`src/rtl/alu_arbiter.sv`:
```
// Two-port request/response arbiter sharing one registered ALU (IDLE/ISSUE/CAPTURE/RESPOND).
// Define ALU_ARB_FIXED_PRIO_EN for fixed priority (port 0 wins); default is round-robin.
module alu_arbiter #(
    parameter int DATA_WIDTH = 16
) (
    input  logic                      clk,
    input  logic                      rst_n,
    input  logic [1:0]                req_valid,
    output logic [1:0]                req_ready,
    input  logic [2*DATA_WIDTH-1:0]   req_x,
    input  logic [2*DATA_WIDTH-1:0]   req_y,
    input  logic [1:0]                req_zero_x,
    input  logic [1:0]                req_zero_y,
    input  logic [1:0]                req_negate,
    input  logic [3:0]                req_opcode,
    output logic [1:0]                rsp_valid,
    input  logic [1:0]                rsp_ready,
    output logic [DATA_WIDTH-1:0]     rsp_data,
    output logic                      rsp_is_zero,
    output logic                      rsp_is_negative,
    output logic [DATA_WIDTH-1:0]     alu_x,
    output logic [DATA_WIDTH-1:0]     alu_y,
    output logic                      alu_zero_x,
    output logic                      alu_zero_y,
    output logic                      alu_negate_output,
    output logic [1:0]                alu_opcode,
    input  logic [DATA_WIDTH-1:0]     alu_result,
    input  logic                      alu_is_zero,
    input  logic                      alu_is_negative
);

    typedef enum logic [1:0] {IDLE, ISSUE, CAPTURE, RESPOND} state_t;

    state_t                state_reg, state_next;
    logic                  grant;
    logic                  accept;
    logic                  port_reg;
    logic [DATA_WIDTH-1:0] x_reg, y_reg;
    logic                  zero_x_reg, zero_y_reg, negate_reg;
    logic [1:0]            opcode_reg;
    logic [DATA_WIDTH-1:0] rsp_data_reg;
    logic                  rsp_is_zero_reg, rsp_is_negative_reg;

    logic [DATA_WIDTH-1:0] port_x      [2];
    logic [DATA_WIDTH-1:0] port_y      [2];
    logic [1:0]            port_opcode [2];

    for (genvar gi = 0; gi < 2; gi++) begin : g_unpack
        assign port_x[gi]      = req_x[gi*DATA_WIDTH +: DATA_WIDTH];
        assign port_y[gi]      = req_y[gi*DATA_WIDTH +: DATA_WIDTH];
        assign port_opcode[gi] = req_opcode[2*gi +: 2];
    end

    assign accept = (state_reg == IDLE) && (|req_valid);

`ifdef ALU_ARB_FIXED_PRIO_EN
    assign grant = ~req_valid[0];
`else
    // last_reg resets to 1 so port 0 wins the first contention.
    logic last_reg;

    assign grant = (req_valid == 2'b11) ? ~last_reg : req_valid[1];

    always_ff @(posedge clk or negedge rst_n) begin
        if (!rst_n) begin
            last_reg <= 1'b1;
        end else if (accept) begin
            last_reg <= grant;
        end
    end
`endif

    always_ff @(posedge clk or negedge rst_n) begin
        if (!rst_n) begin
            state_reg <= IDLE;
        end else begin
            state_reg <= state_next;
        end
    end

    always_comb begin
        state_next = state_reg;
        case (state_reg)
            IDLE:    if (accept) state_next = ISSUE;
            ISSUE:   state_next = CAPTURE;
            CAPTURE: state_next = RESPOND;
            RESPOND: if (rsp_ready[port_reg]) state_next = IDLE;
            default: state_next = IDLE;
        endcase
    end

    always_comb begin
        req_ready = 2'b00;
        rsp_valid = 2'b00;
        if (accept) begin
            req_ready = grant ? 2'b10 : 2'b01;
        end
        if (state_reg == RESPOND) begin
            rsp_valid = port_reg ? 2'b10 : 2'b01;
        end
    end

    // The op register stays put after completion so the ALU inputs remain stable
    // through CAPTURE, where the ALU's negate/flags are still combinational.
    always_ff @(posedge clk or negedge rst_n) begin
        if (!rst_n) begin
            port_reg   <= 1'b0;
            x_reg      <= '0;
            y_reg      <= '0;
            zero_x_reg <= 1'b0;
            zero_y_reg <= 1'b0;
            negate_reg <= 1'b0;
            opcode_reg <= 2'b00;
        end else if (accept) begin
            port_reg   <= grant;
            x_reg      <= port_x[grant];
            y_reg      <= port_y[grant];
            zero_x_reg <= req_zero_x[grant];
            zero_y_reg <= req_zero_y[grant];
            negate_reg <= req_negate[grant];
            opcode_reg <= port_opcode[grant];
        end
    end

    always_ff @(posedge clk or negedge rst_n) begin
        if (!rst_n) begin
            rsp_data_reg        <= '0;
            rsp_is_zero_reg     <= 1'b0;
            rsp_is_negative_reg <= 1'b0;
        end else if (state_reg == CAPTURE) begin
            rsp_data_reg        <= alu_result;
            rsp_is_zero_reg     <= alu_is_zero;
            rsp_is_negative_reg <= alu_is_negative;
        end
    end

    assign alu_x             = x_reg;
    assign alu_y             = y_reg;
    assign alu_zero_x        = zero_x_reg;
    assign alu_zero_y        = zero_y_reg;
    assign alu_negate_output = negate_reg;
    assign alu_opcode        = opcode_reg;

    assign rsp_data        = rsp_data_reg;
    assign rsp_is_zero     = rsp_is_zero_reg;
    assign rsp_is_negative = rsp_is_negative_reg;

endmodule

```
`config.mk`:
```
export PLATFORM = sky130hd
export DESIGN_NAME = alu_arbiter
export DESIGN_NICKNAME = d
export VERILOG_FILES = /design/src/rtl/alu_arbiter.sv
export SDC_FILE = /design/constraint.sdc
export NUM_CORES = 1
export LEC_CHECK = 0
export CAP_MARGIN = 10
export CORE_UTILIZATION = 33
export CTS_CLUSTER_SIZE = 12
export DETAILED_ROUTE_END_ITERATION = 10
export PLACE_DENSITY = 0.86
export REMOVE_ABC_BUFFERS = 1
export SLEW_MARGIN = 20
export SYNTH_ARGS = -nofsm -noshare
export SYNTH_HDL_FRONTEND = slang
export SYNTH_SLANG_ARGS = --single-unit
```
`constraint.sdc`:
```
create_clock -name clk -period 1.6 [get_ports clk]
set_input_delay 0.32 -clock clk [delete_from_list [all_inputs] [get_ports clk]]
set_output_delay 0.32 -clock clk [all_outputs]
set_load 0.02 [all_outputs]
```
==> results by group <==
Hold path
  • Kind of path behind the tightest hold check: reg -> reg
  • Hold_sp: rsp_data[14]
  • Capture endpoint of the worst hold path: rsp_data[14]
  • Worst hold stages: 1

Global route
  • Vias in the first global route: 2319
  • Pin count of the biggest net entering global routing: 40
  • Total global routing track utilization: 18.6%
  • Leftover overflow at the end of global routing: 0
  • First-pass GRT wire length: approximately 11 mm
  • Number of antenna violations at the first check in global routing: 0

Finish
  • Most common library cell in the layout ignoring fill and taps: sky130_fd_sc_hd__clkdlybuf4s50_1
  • Inserted Diodes: 0
  • Area growth from synthesis to final layout: 80.0%
  • Final-stage net count: 467
  • Layout cells sized above 1: 16.8%
  • Most frequent cells in the layout: 95 x sky130_fd_sc_hd__clkdlybuf4s50_1, 58 x sky130_fd_sc_hd__dfrtp_1, 48 x sky130_fd_sc_hd__dlygate4sd2_1
  • Number of non-filler instances in the completed layout: 469

Clock tree
  • Clock slew at the register clock pins of the worst setup and hold paths: approximately 0.060 ns
  • Clock tree from TritonCTS: done
  • CTS Root Cell: sky130_fd_sc_hd__clkbuf_8
  • Total CTS buffers: 9
  • CTS sink count: 59
  • Clock tree buffer depth: 2
  • Skew-Pair Late Insertion Delay: 0.33 ns
  • CTS HTree Levels: 3

Floorplan
  • Horizontal die dimension: 89.4 um
  • Number of top-level pins: 157
  • Initial core utilization: 34.4%
  • Die outline area: 8000 um^2
  • Row count: 31
  • Area inside the core boundary: 7330 um^2
  • Die span in y: 89.4 um

STA
  • Final worst slack: -0.0525 ns
  • Post-Route Skew: between 0.01 and 0.015 ns
  • Accumulated negative setup slack: -0.613 ns
  • Final period util: 103%
  • Final Hold Vio Count: 0
  • Count of endpoints failing setup in the final report: 27
  • Setup repair after global routing missed its margin: true
  • Worst Tran Pin Value: between 0.4 and 0.5 ns
  • Final critical path time including I/O delays and setup: roughly 1.7 ns
  • Final Max Tran Viols: 0
  • Worst slew slack as a fraction of its limit: 71.0%
  • Max Clk Rate: 605 MHz

Route
  • Antenna Violating Nets Remaining: 0
  • Number of vias per cell: between 4 and 5
  • Via count: 2282
  • Iteration-0 DRC Markers: 54
  • Wire length per cell after detailed routing: 16.3 um
  • DRC Markers: 0
  • Routed Wire Length: 7.64 mm
  • First-pass DRT Iterations: 4

Critical path
  • Crit path arrival time: 1.85 ns
  • Critical R2R Launch: state_reg[0]
  • Req. time, crit path: between 1.5 and 2 ns
  • Terminus of the critical flop-to-flop path: alu_x[8]
  • Worst path top cell family by delay: buffers and inverters
  • Critical Path Start Type: input pin
  • Critical path peak fanout: 6
  • Delay contributed by the slowest stage of the critical path: 0.54 ns
  • Worst setup EP type: register
  • Cell mode on critical path: sky130_fd_sc_hd__buf_4
  • Worst Path Class, Setup: in -> reg
  • Reg-to-reg setup timing slack: -0.03 ns
  • Worst reg-to-reg path cell count: 7
  • Cell breakdown of the critical path: clkdlybuf4s50_1, buf_4, buf_4, o21ai_4, buf_2, and2_0, a221o_1
  • WP buf/inv: 4
  • Slowest cell on the critical path: sky130_fd_sc_hd__clkdlybuf4s50_1

Synth
  • Async SR Flop Fraction: 100%
  • Largest family of logic cells by synthesized area: compound AO/OA/AOI/OAI gates
  • Fraction of synthesized cell area in xor and xnor cells: 0%
  • Post-synthesis instance total: 187
  • Area fraction in compound gates after synthesis: 16.2%
  • Number of warnings issued by yosys: 0
  • Mux share of post-synthesis cell area: 9.28%
  • Dominant synthesized flop cell: sky130_fd_sc_hd__dfrtp_1
  • EDFF count, synth: 0
  • Syn Area/Cell: around 13 um^2
  • Proportion of synthesized chip area in sequential cells: between 50% and 60%
  • Post-synthesis cell type count: 22
  • Post-synth design cell area: 2520 um^2
  • Adder-cell share of the synthesized area: 1.98%
  • Synth Area in Simple Gates: between 10% and 20%
  • Total of flip-flops plus latches after synthesis: 59

Placed design
  • Post-DP HPWL: roughly 5.4 mm
  • Placed insts: 448
  • Routability Congestion: 0.713
  • Buffers on Ports: ~160

Power
  • Maximum VDD drop: slightly below 0.0008 V
  • Power per cell area: 1810 nW/um^2
  • Leak pwr: 2.11 nW

Outcome
  • Run status: complete, but fails checks
  • Failing checks: negative setup slack

Run
  • Max-cap viol count: 0
## layout make-up
cell class / count / area (um^2)
Clock inverter: 4 / 20.0
Sequential cell: 59 / 1480
Fill cell: 586 / 2790
Tap cell: 99 / 124
Multi-Input combinational cell: 111 / 1030
Inverter: 3 / 11.3
Timing Repair Buffer: 181 / 1740
Clock buffer: 12 / 135
## cells by family after synthesis
logic type / after synthesis
AOI/OAI and AO/OA: 43
adders and majority gates: 4
buffers and inverters: 17
DFF: 59
muxes: 21
and+or+nand+nor: 43
## repair_timing
action	CTS	global route
hold buffers	1	0
buffers inserted	1	0
endpoints found under the hold margin	15	0
gates resized for setup	78	19
pin swaps	1	1
setup endpoints to repair	88	51
cloned	0	3
## metal layers
layer	vias up	GRT usage, %	wire [um]
li1	1049	-	-
met1	1098	21.1	2950
met2	125	32.1	3860
met3	10	6.56	728
met4	0	7.36	98
met5	-	0	0
## how the worst max path moves through the flow
stage / from / to / slack [ns] / cells after the start
6_report: req_valid[1] / alu_x[8] / -0.05 / 7
5_1_grt: req_valid[1] / alu_x[13] / -0.10 / 7
4_1_cts: state_reg[1] / req_ready[1] / -0.05 / 5
3_5_place_dp: req_valid[0] / req_ready[1] / -0.42 / 4
3_3_place_gp: req_valid[1] / req_ready[0] / -0.41 / 4
2_1_floorplan: state_reg[0] / alu_negate_output / -1.24 / 5
## through the flow
stage	instance area [um^2]	power, mW	setup WS (ns)	hold WS [ns]	utilization [%]
after floorplan	2440	4.95	-1.24	0.0244	-
after global placement	4320	7.24	-0.407	0.276	59.0
after detailed placement	4320	7.39	-0.418	0.283	59.0
after CTS	4460	8.17	-0.0494	0.478	60.9
after global routing	4540	8.78	-0.101	0.508	61.9
final	4540	8.22	-0.0525	0.478	61.9
## power by group
part | switching, mW | total, mW | internal (mW)
sequential | 0.364 | 2.61 | 2.24
clock | 0.545 | 1.10 | 0.552
combinational | 2.26 | 4.51 | 2.25
total | 3.17 | 8.22 | 5.05
## synth_stat cells (2+ instances only)
library cell               instances  area, um^2
sky130_fd_sc_hd__buf_6             2        22.5
sky130_fd_sc_hd__mux2_2            9         101
sky130_fd_sc_hd__nand2_1           2        7.51
sky130_fd_sc_hd__dfrtp_1          58        1450
sky130_fd_sc_hd__and2_1           12        75.1
sky130_fd_sc_hd__nor2_1            2        7.51
sky130_fd_sc_hd__buf_4             2        15.0
sky130_fd_sc_hd__inv_1             3        11.3
sky130_fd_sc_hd__a221o_1          37         370
sky130_fd_sc_hd__mux2_1           10         113
sky130_fd_sc_hd__a21oi_1           2        10.0
sky130_fd_sc_hd__ha_1              4        50.1
sky130_fd_sc_hd__mux2i_1           2        20.0
sky130_fd_sc_hd__clkbuf_1          3        11.3
sky130_fd_sc_hd__a21o_1            2        15.0
sky130_fd_sc_hd__buf_2             6        30.0
sky130_fd_sc_hd__and2_0           26         163
No activity file was read; power rests on OpenSTA's default activity.
